File: config.mk
export PLATFORM = sky130hd
export DESIGN_NAME = fetch_unit
export DESIGN_NICKNAME = d
export VERILOG_FILES = /design/src/rtl/rk_core_pkg.sv /design/src/rtl/fetch_hold_buf.sv /design/src/rtl/fetch_unit.sv
export SDC_FILE = /design/constraint.sdc
export NUM_CORES = 1
export LEC_CHECK = 0
export CORE_ASPECT_RATIO = 0.9
export CORE_MARGIN = 1
export CORE_UTILIZATION = 48
export CTS_CLUSTER_SIZE = 30
export DETAILED_ROUTE_END_ITERATION = 12
export PLACE_DENSITY = 0.88
export SLEW_MARGIN = 20
export SYNTH_ARGS = -nofsm -noshare
export SYNTH_HDL_FRONTEND = slang
export SYNTH_SLANG_ARGS = --single-unit
File: constraint.sdc
create_clock -name clk -period 3.1 [get_ports clk]
set_clock_uncertainty 0.15 [all_clocks]
set_input_delay 0.62 -clock clk [delete_from_list [all_inputs] [get_ports clk]]
set_output_delay 0.62 -clock clk [all_outputs]
set_load 0.05 [all_outputs]
File: src/rtl/rk_core_pkg.sv
// rk_core_pkg: shared widths, NOP encoding and fetch FSM states
package rk_core_pkg;
    localparam int PC_W = 9;
    localparam int INST_W = 24;
    localparam logic [INST_W-1:0] NOP_INST = 24'h0;
    typedef enum logic {RUN, HOLD} fetch_state_t;
endpackage

File: src/rtl/fetch_hold_buf.sv
// fetch_hold_buf: one-entry instruction/PC hold register with capture, drain and clear
import rk_core_pkg::*;
module fetch_hold_buf (
    input  logic              clk,
    input  logic              rst,
    input  logic              clear,
    input  logic              capture,
    input  logic              drain,
    input  logic [INST_W-1:0] d_inst,
    input  logic [PC_W-1:0]   d_pc,
    output logic              valid,
    output logic [INST_W-1:0] inst,
    output logic [PC_W-1:0]   pc
);
    // Clear wins over capture so a redirect always drops the held instruction.
    always_ff @(posedge clk) begin
        if (rst || clear) begin
            valid <= 1'b0;
        end else if (capture) begin
            valid <= 1'b1;
            inst  <= d_inst;
            pc    <= d_pc;
        end else if (drain) begin
            valid <= 1'b0;
        end
    end
endmodule

File: src/rtl/fetch_unit.sv
// fetch_unit: PC owner and instruction fetch with stall hold buffer and redirect bubble
import rk_core_pkg::*;
module fetch_unit #(
    parameter logic [PC_W-1:0] RESET_PC = '0
) (
    input  logic              clk,
    input  logic              rst,
    input  logic              stall,
    input  logic              redirect_valid,
    input  logic [PC_W-1:0]   redirect_pc,
    output logic [PC_W-1:0]   imem_addr,
    output logic              imem_en,
    input  logic [INST_W-1:0] imem_rdata,
    output logic [INST_W-1:0] instruction,
    output logic [PC_W-1:0]   pcInc0,
    output logic              ir_enable
);
    logic [PC_W-1:0]   fpc;
    logic              inflight_v;
    logic [PC_W-1:0]   inflight_pc;
    logic              buf_v;
    logic [INST_W-1:0] buf_inst;
    logic [PC_W-1:0]   buf_pc;
    fetch_state_t      state;
    logic              use_buf;

    // The buffer can only be occupied while holding; gate on state for clarity.
    assign use_buf = buf_v && (state == HOLD);

    fetch_hold_buf u_hold (
        .clk     (clk),
        .rst     (rst),
        .clear   (redirect_valid),
        .capture (stall && !redirect_valid && inflight_v),
        .drain   (!stall && !redirect_valid && use_buf),
        .d_inst  (imem_rdata),
        .d_pc    (inflight_pc),
        .valid   (buf_v),
        .inst    (buf_inst),
        .pc      (buf_pc)
    );

    // Redirect beats stall; the output source prefers the held instruction over the in-flight read.
    always_comb begin
        imem_en     = 1'b0;
        imem_addr   = fpc;
        ir_enable   = 1'b0;
        instruction = NOP_INST;
        pcInc0      = '0;
        if (!rst && redirect_valid) begin
            imem_en   = 1'b1;
            imem_addr = redirect_pc;
            ir_enable = 1'b1;
        end else if (!rst && !stall) begin
            imem_en     = 1'b1;
            ir_enable   = use_buf || inflight_v;
            instruction = use_buf ? buf_inst : (inflight_v ? imem_rdata : NOP_INST);
            pcInc0      = use_buf ? buf_pc + 1'b1 : (inflight_v ? inflight_pc + 1'b1 : '0);
        end
    end

    // Issue tracking and RUN/HOLD state; a read not issued this cycle leaves nothing in flight.
    always_ff @(posedge clk) begin
        if (rst) begin
            fpc         <= RESET_PC;
            inflight_v  <= 1'b0;
            inflight_pc <= '0;
            state       <= RUN;
        end else begin
            inflight_v <= imem_en;
            if (imem_en) begin
                inflight_pc <= imem_addr;
                fpc         <= imem_addr + 1'b1;
            end
            state <= (stall && !redirect_valid) ? HOLD : RUN;
        end
    end
endmodule

======== Word level (Yosys, flattened, before mapping) ========
Index checks and enable logic that the tools add are counted.
W data, S select, Z words.
storage, ports and cells
  register bits after elaboration ......... 54
  bits of input ports ..................... 37
  output and inout bits ................... 44
  word-level logic and storage cells ...... 41
cells by class
  $add $sub $neg .......................... 3
  muxes and demuxes ....................... 16
  bitwise logic cells ..................... 1
  reductions and logical operators ........ 14
operators with widths
  kind                   count
  $mux W24               4
  $mux W9                5
  $add A9 B1 Y9 const B  3
  $logic_and A1 B1 Y1    7
  $mux W1                7
  $logic_not A1 Y1       3
  $logic_or A1 B1 Y1     2
  $reduce_and A2 Y1      1
  $reduce_bool A2 Y1     1
  $not A1 Y1             1

======== Depth between registers and ports, before layout ========
Gate-level depths: netlist (run 1).
  depth after elaboration ................. 5
  depth in mapped cells ................... 10
  depth with buffers taken out ............ 8

======== By module ========
From an unflattened synthesis (run 1), not the netlist that was laid out.
unflattened totals
  cell total of the unflattened synthesis .. 318
  area total of the unflattened synthesis .. 2956.6 um^2
modules (own cells, without submodules)
  module          instances  cells an instance  area each (um^2)  sequential area each (um^2)
  fetch_unit      1          280                1914.3            400.4
  fetch_hold_buf  1          38                 1042.2            1011.0

======== Worst setup path after synthesis (run 1) ========
OpenSTA, ideal clock, no wires.
  kind .................................... in2out
  from .................................... in stall
  to ...................................... out ir_enable
  data arrival time ....................... 2.497 ns
  data required time ...................... 2.330 ns
  setup slack ............................. -0.167 ns
  cell stages on the path ................. 5
  buffers on the path ..................... 2
  cell sequence ........................... buf_2 -> nor2b_1 -> clkbuf_1 -> nor2_1 -> o31a_1
on the way
  cells in the longest elaborated chain, start to end .. 4
RTL lines
  what                 RTL line          source
  start, declared      fetch_unit.sv:8   input logic stall,
  $logic_not A1 Y1     fetch_unit.sv:54  end else if (!rst && !stall) begin
  $logic_and A1 B1 Y1  fetch_unit.sv:54
  $mux W1              fetch_unit.sv:54
  $mux W1              fetch_unit.sv:50  if (!rst && redirect_valid) begin
  end, declared        fetch_unit.sv:16  output logic ir_enable
No other way between the ends.

======== Worst setup path in the final report (run 1) ========
  from .................................... in rst
  to ...................................... out pcInc0[7]
on the way
  cells in the longest elaborated chain, start to end .. 4
  elaborated cells between the ends (all ways) .. 5
  those cells by class .................... mux (2); reduce/logical (3)
RTL lines
  what                  RTL line                            source
  start, declared       fetch_unit.sv:7                     input logic rst,
  $logic_not A1 Y1 (*)  fetch_unit.sv:50, fetch_unit.sv:54
  $logic_and A1 B1 Y1   fetch_unit.sv:54
  $mux W9               fetch_unit.sv:54
  $mux W9 (*)           fetch_unit.sv:50
  end, declared         fetch_unit.sv:15                    output logic [PC_W-1:0] pcInc0,
Every way passes the cells marked *; elsewhere a longest branch is shown, timed or not.

==> impl_metrics.tcl, run 1 <==
set metrics [dict create \
    max_freq_mhz 334.3 \
    syn_to_final_growth_pct 50.26 \
    r2r-start "inflight_v" \
    ys_seq_area_frac 0.4875 \
    placed_area_mm2 0.004237 \
    vias_per_cell 5.742 \
    dpl.hpwl_mm 5.720 \
    min_period_ps 2992 \
    grt_overflow 0 \
    hold_start "fpc[1]" \
    cts_max_path_buffers 2 \
    layout_common_cells "nand2_1 (46), buf_12 (42), clkdlybuf4s50_1 (36), nand3_1 (34), edfxtp_1 (33)" \
    drv_cap 0 \
    grt_max_degree 34 \
    synth_fp_nets 351 \
    power_density_mw_per_mm2 372.9 \
    cts_setup_buffers 0 \
    synthesis.area_mm2 0.002895 \
    holdBufCountCts 0 \
    io_buffers 80 \
    worst_pin_slew_ps 597.9 \
    drv_slew 0 \
    rr_worst_depth 3 \
    netlist_instances 311 \
    grt_pass1_vias 2620 \
    p_leak_nw 1.585 \
    drt_iter0_markers 248 \
    cp-end-kind "output pin" \
    detail-route-antenna-nets 0 \
    clkLatencyLatePin_ps 300 \
    critPathLaunchType "primary input" \
    whs_ps 334.7 \
    cts.repair.resized 0 \
    path_class "in2out" \
    nets 435 \
    fin_ws_ps 108.3 \
    drive_above_1_share 0.2045 \
    worstPathMaxFanout 33 \
    ys_warn_count 0 \
    holdPathStages 2 \
    die_w_um 83.87 \
    required_ps 2330 \
    synth_flop_cell "edfxtp_1" \
    p_total_w 0.001622 \
    worst_slew_margin_rel 0.6014 \
    dp.cells 458 \
    finalCritPeriodShare 0.9651 \
    vdd_drop_max_mv 0.3220 \
    gr-usage-all-layers 0.2478 \
    violations "design-rule violations" \
    numClockSinks 54 \
    synth_edf_count 33 \
    coreArea_mm2 0.005758 \
    wirelength_mm 7.756 \
    cts-root-buf "clkbuf_8" \
    numCtsBuffers 5 \
    hold_path.class "reg2reg" \
    hold_end "fpc[1]" \
    rows 26 \
    htreeDepth 2 \
    r2r_slack_ps 1170 \
    dr.pass1.iters 9 \
    antenna_found_initial 0 \
    worst_ep_arrival_time_ps 2220 \
    r2r-end "u_hold.inst[9]" \
    fp.dieArea_mm2 0.006347 \
    ios 81 \
    synthArstFlopShare 0 \
    final_hold_viol_count 0 \
    wl_per_cell_um 16.64 \
    diodes 0 \
    final_cells 466 \
    synth_cell_types 39 \
    final_area_mm2 0.004350 \
    status "finished with violations" \
    drc 10 \
    syn_avg_cell_area_um2 9.310 \
    final_common_cell "nand2_1" \
    die_y_um 75.68 \
    gp_congestion 0.9233 \
    ys_seq_elements 54 \
    grt_pass1_wl_mm 12.24 \
    setup_violations 0 \
    via_count 2676 \
    cts_tree "yes" \
    clk_pin_slew_ps 90 \
    grt_setup_unrepaired "false" \
    place_ws_ps 108.7 \
    initial_core_util 0.5028 \
    fillers 371 \
]
worst max-delay path: stages:
cell and delay (ps):
clkdlybuf4s50_1 430, or3_1 450, buf_12 200, a211oi_1 330
buf_12 190
stage by stage:
stage                     setup TNS [ps]    util
after floorplan                   -168.4       -
after global placement                 0  0.7358
after detailed placement               0  0.7358
after CTS                              0  0.7547
after global routing                   0  0.7555
final                                  0  0.7555
cells in the mapped netlist (all sizes together) (2+ instances only):
library cell | n | area (um2)
nand3 | 34 | 170.2
inv | 7 | 26.28
and3 | 2 | 12.51
nor2 | 30 | 112.6
nor3 | 6 | 30.03
buf | 3 | 36.28
nand2b | 4 | 25.02
nor3b | 2 | 15.01
nor2b | 2 | 15.02
edfxtp | 33 | 991.0
clkbuf | 19 | 71.32
a22oi | 6 | 45.04
mux2i | 10 | 112.6
xnor2 | 12 | 105.1
nand3b | 3 | 22.52
dfxtp | 21 | 420.4
mux2 | 4 | 48.79
a22o | 2 | 17.52
a21oi | 32 | 160.2
a211oi | 9 | 67.56
nand2 | 46 | 172.7
xor2 | 8 | 70.07
ha | 3 | 37.54
and2 | 3 | 18.77
layout make-up:
type	instances	area (um2)	share of cell area
sequential	54	1411	0.3244
timing repair buffer	99	1359	0.3123
multi-input combinational	228	1358	0.3121
tap	70	87.58	0.02013
clock buffer	6	72.57	0.01668
clock inverter	2	36.28	0.008341
inverter	7	26.28	0.006040
metal layers:
layer  track usage  wire length [um]  vias to the layer above
met5             0                 0                        -
met4        0.1188               198                        0
li1              -                 -                     1266
met1        0.3037              3183                     1296
met3       0.03467               378                       21
met2        0.4444              3995                       93
registers in the layout, indices dropped and copies added (netlist names):
signal,flops
inflight_pc,9
fpc,9
u_hold.inst,24
state,1
inflight_v,1
u_hold.pc,9
u_hold.valid,1
cells by family (layout without fill, tap and decap cells):
logic type	after synthesis	count (layout)	share of synthesized area
compound gates	56	56	0.1223
simple gates	135	135	0.2148
flops	54	54	0.4875
mux	14	14	0.05575
buf+inv	29	114	0.04624
xor+xnor	20	20	0.06050
fa+ha+maj	3	3	0.01297
worst max-delay path by stage:
stage,slack [ps],depth (start not counted),start,to
finish,110,5,rst,pcInc0[7]
global route,30,7,inflight_pc[0],pcInc0[8]
CTS,40,7,inflight_pc[0],pcInc0[8]
detailed placement,110,5,rst,pcInc0[8]
global placement,140,5,rst,pcInc0[8]
floorplan,-80,4,stall,pcInc0[7]
power by group:
group / internal, W / switching [W] / leakage (nW) / total, W
clock network: 0.000242 / 0.000226 / 0.0557 / 0.000468
registers: 0.000787 / 0.0000258 / 0.476 / 0.000813
logic: 0.000162 / 0.000179 / 1.05 / 0.000341
No activity file was read; power rests on OpenSTA's default activity.
==> run 2: changes to the inputs <==
ABC_AREA = 1   (was unset)
CORE_UTILIZATION = 52   (was 48)
PLACE_DENSITY = 0.93   (was 0.88)
clock period = 3.8 ns   (was 3.1 ns; I/O delays follow)
==> impl_metrics.tcl, run 2 <==
set metrics [dict create \
    hold_start "inflight_pc[5]" \
    synth_simple_gate_area_frac 0.3122 \
    wl_per_cell_um 14.85 \
    grt_pass1_wl_mm 12.21 \
    detail-route-antenna-nets 0 \
    whs_ps 325.7 \
    max_freq_mhz 285.4 \
    status "complete, no violations" \
    grt_setup_unrepaired "false" \
    grt_max_degree 34 \
    drv_slew 0 \
    power_density_mw_per_mm2 300.3 \
    synth.top_cell.area_share 0.3332 \
    cts_setup_buffers 0 \
    finalSetupTns_ps 0 \
    synth_common_cells "nand2_1 (80), nand3_1 (53), a21oi_1 (41)" \
    drt_iter0_markers 196 \
    worst_ep_arrival_time_ps 2590 \
    regMostFlops "u_hold.inst" \
    p_sw_frac 0.2672 \
    ys_seq_area_frac 0.4745 \
    cp_slowest_cell "clkdlybuf4s50_1" \
    synth.area.top_cells "edfxtp_1 (33%), dfxtp_1 (14%), nand2_1 (10%)" \
    cts_max_path_buffers 2 \
    via_count 2868 \
    hold_end "u_hold.pc[5]" \
    holdPathStages 0 \
    synth.area.mux_share 0 \
    max_stage_delay_ps 430 \
    final_common_cell "nand2_1" \
    path_class "in2out" \
    numCtsBuffers 5 \
    synth_top_family_by_area "simple AND/OR/NAND/NOR gates" \
    required_ps 2890 \
    holdBufCountCts 0 \
    cts_tree "yes" \
    netlist_instances 367 \
    die_y_um 73.75 \
    htreeDepth 2 \
    synth_fa_ha_area_frac 0.01262 \
    drc 0 \
    power_frac_comb 0.206 \
    clkLatencyLatePin_ps 300 \
    coreArea_mm2 0.005380 \
    internal-power_w 0.0009446 \
    antenna_found_initial 0 \
    gp_congestion 0.9194 \
    setup_violations 0 \
    synth_xor_area_frac 0.005890 \
    grt_overflow 0 \
    initial_core_util 0.5528 \
    ys_warn_count 0 \
    synth_cell_types 30 \
    vias_per_cell 5.602 \
    ys_seq_elements 54 \
    p_leak_nw 1.705 \
    syn_avg_cell_area_um2 8.104 \
    cts.repair.resized 0 \
    path_delay_family "buffers and inverters" \
    layout_common_cells "nand2_1 (80), nand3_1 (53), a21oi_1 (41), buf_12 (39), clkdlybuf4s50_1 (36)" \
    seq_power_share 0.508 \
    dr.pass1.iters 5 \
    critPathLaunchType "primary input" \
    min_period_ps 3504 \
    yosysTopAreaCell "edfxtp_1" \
    synth.most_common_cell "nand2_1" \
    grt_pass1_vias 2693 \
    numClockSinks 54 \
    diodes 0 \
    synth_edf_count 33 \
    gr-usage-all-layers 0.2690 \
    cp-end-kind "output pin" \
    dpl.hpwl_mm 5.647 \
    cts-root-buf "clkbuf_8" \
    die_w_um 81.72 \
    synth_fp_nets 407 \
    hold_path.class "reg2reg" \
    largest_reg_flops 24 \
    rows 25 \
    worst_slew_margin_rel 0.6942 \
    drv_cap 0 \
    synthArstFlopShare 0 \
    worstPathMaxFanout 18 \
    ios 81 \
    r2r-end "u_hold.inst[19]" \
    clk_pin_slew_ps 90 \
    syn_to_final_growth_pct 44.34 \
    finalCritPeriodShare 0.9222 \
    final_hold_viol_count 0 \
    rr_worst_depth 4 \
    synthesis.area_mm2 0.002974 \
    clkPwrFrac 0.287 \
    io_buffers 80 \
    critPathBufInv 5 \
    synth_compound_area_frac 0.1203 \
    synth_flop_cell "edfxtp_1" \
    r2r_slack_ps 2040 \
    vdd_drop_max_mv 0.2629 \
    nets 484 \
    r2r-start "inflight_v" \
    drive_above_1_share 0.2022 \
    wirelength_mm 7.603 \
    p_sw_w 0.0003444 \
    worst_pin_slew_ps 458.2 \
    fp.dieArea_mm2 0.006026 \
    crit_chain "clkdlybuf4s50_1 > nor2_1 > inv_1 > nor2_1 > inv_1 > buf_12 > a21oi_1 > buf_12" \
]
-- run 2: power by group through the flow --
stage | Clock (W) | Sequential [W] | Combinational (W)
floorplan | 0 | 0.000663 | 0.000152
global placement | 0 | 0.000666 | 0.000254
detailed placement | 0 | 0.000667 | 0.000262
CTS | 0.000377 | 0.000654 | 0.000264
global route | 0.000401 | 0.000657 | 0.000282
finish | 0.000370 | 0.000654 | 0.000265
-- run 2: through the flow --
step	setup slack, ps	cells	power, W	util	instance area (um2)
6_report	295.5	512	0.001289	0.7979	4293
5_1_grt	174.9	512	0.001340	0.7979	4293
4_1_cts	291.9	512	0.001294	0.7979	4293
3_5_place_dp	309.7	504	0.0009296	0.7781	4187
3_3_place_gp	393.1	504	0.0009203	0.7781	4187
2_1_floorplan	675.4	367	0.0008154	-	2974
-- run 2: layout make-up --
type | count | area [um2]
multi-input cells | 266 | 1344
clock buffers | 6 | 72.57
fillers | 343 | 1087
clock inverters | 2 | 33.78
repair buffers | 88 | 1239
flip-flops and latches | 54 | 1411
well taps | 67 | 83.83
inverters | 29 | 108.9
-- run 2: cell families after synthesis --
family,count (synthesis)
adders and majority gates,3
buffers and inverters,47
and+or+nand+nor,195
DFF,54
xor gates and xnor gates,2
AOI/OAI and AO/OA,66
-- run 2: worst max path at each step --
| stage | start | cells after the start | end | slack, ps |
|---|---|---|---|---|
| 2_1_floorplan | redirect_valid | 4 | u_hold.inst[0] | 680 |
| 3_3_place_gp | rst | 8 | instruction[21] | 390 |
| 3_5_place_dp | rst | 8 | instruction[6] | 310 |
| 4_1_cts | rst | 8 | instruction[6] | 290 |
| 5_1_grt | rst | 8 | instruction[22] | 170 |
| 6_report | rst | 8 | instruction[6] | 300 |
-- run 2: layer usage --
metal,global-route usage,wire length [um]
met2,0.4676,3823
met4,0.1150,251
met3,0.04348,480
met5,0,0
met1,0.3288,3048
==> run 3: changes to the inputs <==
CAP_MARGIN = 10   (was unset)
CORE_MARGIN = 5   (was 1)
==> impl_metrics.tcl, run 3 (synthesized netlist as in run 2, its figures left out) <==
set metrics [dict create \
    status "complete, no violations" \
    nets 485 \
    wirelength_mm 7.714 \
    hold_path.class "reg2reg" \
    coreArea_mm2 0.005628 \
    power_frac_comb 0.214 \
    p_sw_w 0.0003469 \
    final_core_util 0.7581 \
    cts.repair.resized 0 \
    cts_max_path_buffers 2 \
    largest_reg_flops 24 \
    fillers 377 \
    finalCritPeriodShare 0.8618 \
    clkPwrFrac 0.251 \
    finalSetupTns_ps 0 \
    rows 26 \
    max_stage_delay_ps 420 \
    dpl.hpwl_mm 5.756 \
    htreeDepth 2 \
    io_buffers 80 \
    grt_pass1_vias 2879 \
    syn_to_final_growth_pct 43.46 \
    drc 0 \
    p_total_w 0.001223 \
    fp.dieArea_mm2 0.007334 \
    grt_max_degree 34 \
    cts_setup_buffers 0 \
    wl_per_cell_um 14.95 \
    gp_congestion 0.8266 \
    drt_iter0_markers 192 \
    grt_pass1_wl_mm 13.08 \
    required_ps 2890 \
    cp_slowest_cell "clkdlybuf4s50_1" \
    crit_chain "clkdlybuf4s50_1 > nor2_1 > inv_1 > nor2_1 > inv_1 > buf_4 > a21oi_1 > buf_12" \
    cts_tree "yes" \
    via_count 2852 \
    whs_ps 324.8 \
    antenna_found_initial 0 \
    final_hold_viol_count 0 \
    holdBufCountCts 0 \
    layout_common_cells "nand2_1 (80), nand3_1 (53), a21oi_1 (41), buf_12 (38), clkdlybuf4s50_1 (36)" \
    worst_ep_arrival_time_ps 2360 \
    holdPathStages 0 \
    p_leak_nw 1.693 \
    worst_slew_margin_rel 0.7159 \
    ios 81 \
    power_density_mw_per_mm2 286.8 \
    worst_pin_slew_ps 426.2 \
    final_cells 516 \
    rr_worst_depth 4 \
    cts-root-buf "clkbuf_8" \
    worstPathMaxFanout 18 \
    min_period_ps 3275 \
    grt_setup_unrepaired "false" \
    numClockSinks 54 \
    drive_above_1_share 0.2040 \
    critPathLaunchType "primary input" \
    clk_pin_slew_ps 90 \
    p_sw_frac 0.2836 \
    die_w_um 89.72 \
    initial_core_util 0.5285 \
    vdd_drop_max_mv 0.1913 \
    dr.pass1.iters 5 \
    numCtsBuffers 5 \
    gr-usage-all-layers 0.2149 \
    seq_power_share 0.535 \
    dp.cells 508 \
    die_y_um 81.75 \
    detail-route-antenna-nets 0 \
    path_class "in2out" \
    clkLatencyLatePin_ps 300 \
    max_freq_mhz 305.4 \
    setup_violations 0 \
    drv_cap 0 \
    drv_slew 0 \
    cp-end-kind "output pin" \
    internal-power_w 0.0008765 \
    regMostFlops "u_hold.inst" \
    grt_overflow 0 \
    diodes 0 \
    final_common_cell "nand2_1" \
    vias_per_cell 5.527 \
]
## run 3: cell types whose count changed in the layout (fill, tap and decap cells not counted)
cell / previous run / this run
buf_12: 39 / 38
buf_4: 13 / 15
clkinv_2: 0 / 1
bufinv_16: 1 / 0
## run 3: power by group through the flow
stage               combinational (W)  sequential (W)  clock [W]
floorplan                    0.000152        0.000663          0
global placement             0.000254        0.000666          0
detailed placement           0.000261        0.000667          0
CTS                          0.000262        0.000654   0.000308
global route                 0.000283        0.000657   0.000329
finish                       0.000262        0.000654   0.000307
## run 3: final timing paths
path	from	endpoint	slack, ps
worst max-delay path	rst	instruction[14]	530
worst min-delay path	inflight_pc[5]	u_hold.pc[5]	320
worst max register to register	inflight_v	u_hold.inst[8]	2030
worst min register to register	inflight_pc[5]	u_hold.pc[5]	320
## run 3: cell type report
type / count / area, um2 / share of cell area
clock inverter: 2 / 8.758 / 0.002053
multi-input combinational: 266 / 1344 / 0.3150
timing repair buffer: 89 / 1234 / 0.2891
clock buffer: 6 / 72.57 / 0.01701
sequential: 54 / 1411 / 0.3308
tap: 70 / 87.58 / 0.02053
inverter: 29 / 108.9 / 0.02551
## run 3: critical path: cells and delay by family
family          cells  cell delay (ps)
compound gates      1              270
buf+inv             5              990
simple gates        2              320
## run 3: per-stage QoR
stage	instance area, um2	setup slack (ps)
after global placement	4185	595.7
after floorplan	2974	675.4
after CTS	4267	515.6
final	4267	525.1
after global routing	4267	398.3
after detailed placement	4185	514.2
## run 3: routing by layer
metal	share of wire	global-route usage	up-vias
met5	0	0	-
met4	0.014	0.07100	0
met3	0.075	0.04762	11
met2	0.51	0.3794	124
met1	0.40	0.2633	1325
li1	-	-	1392
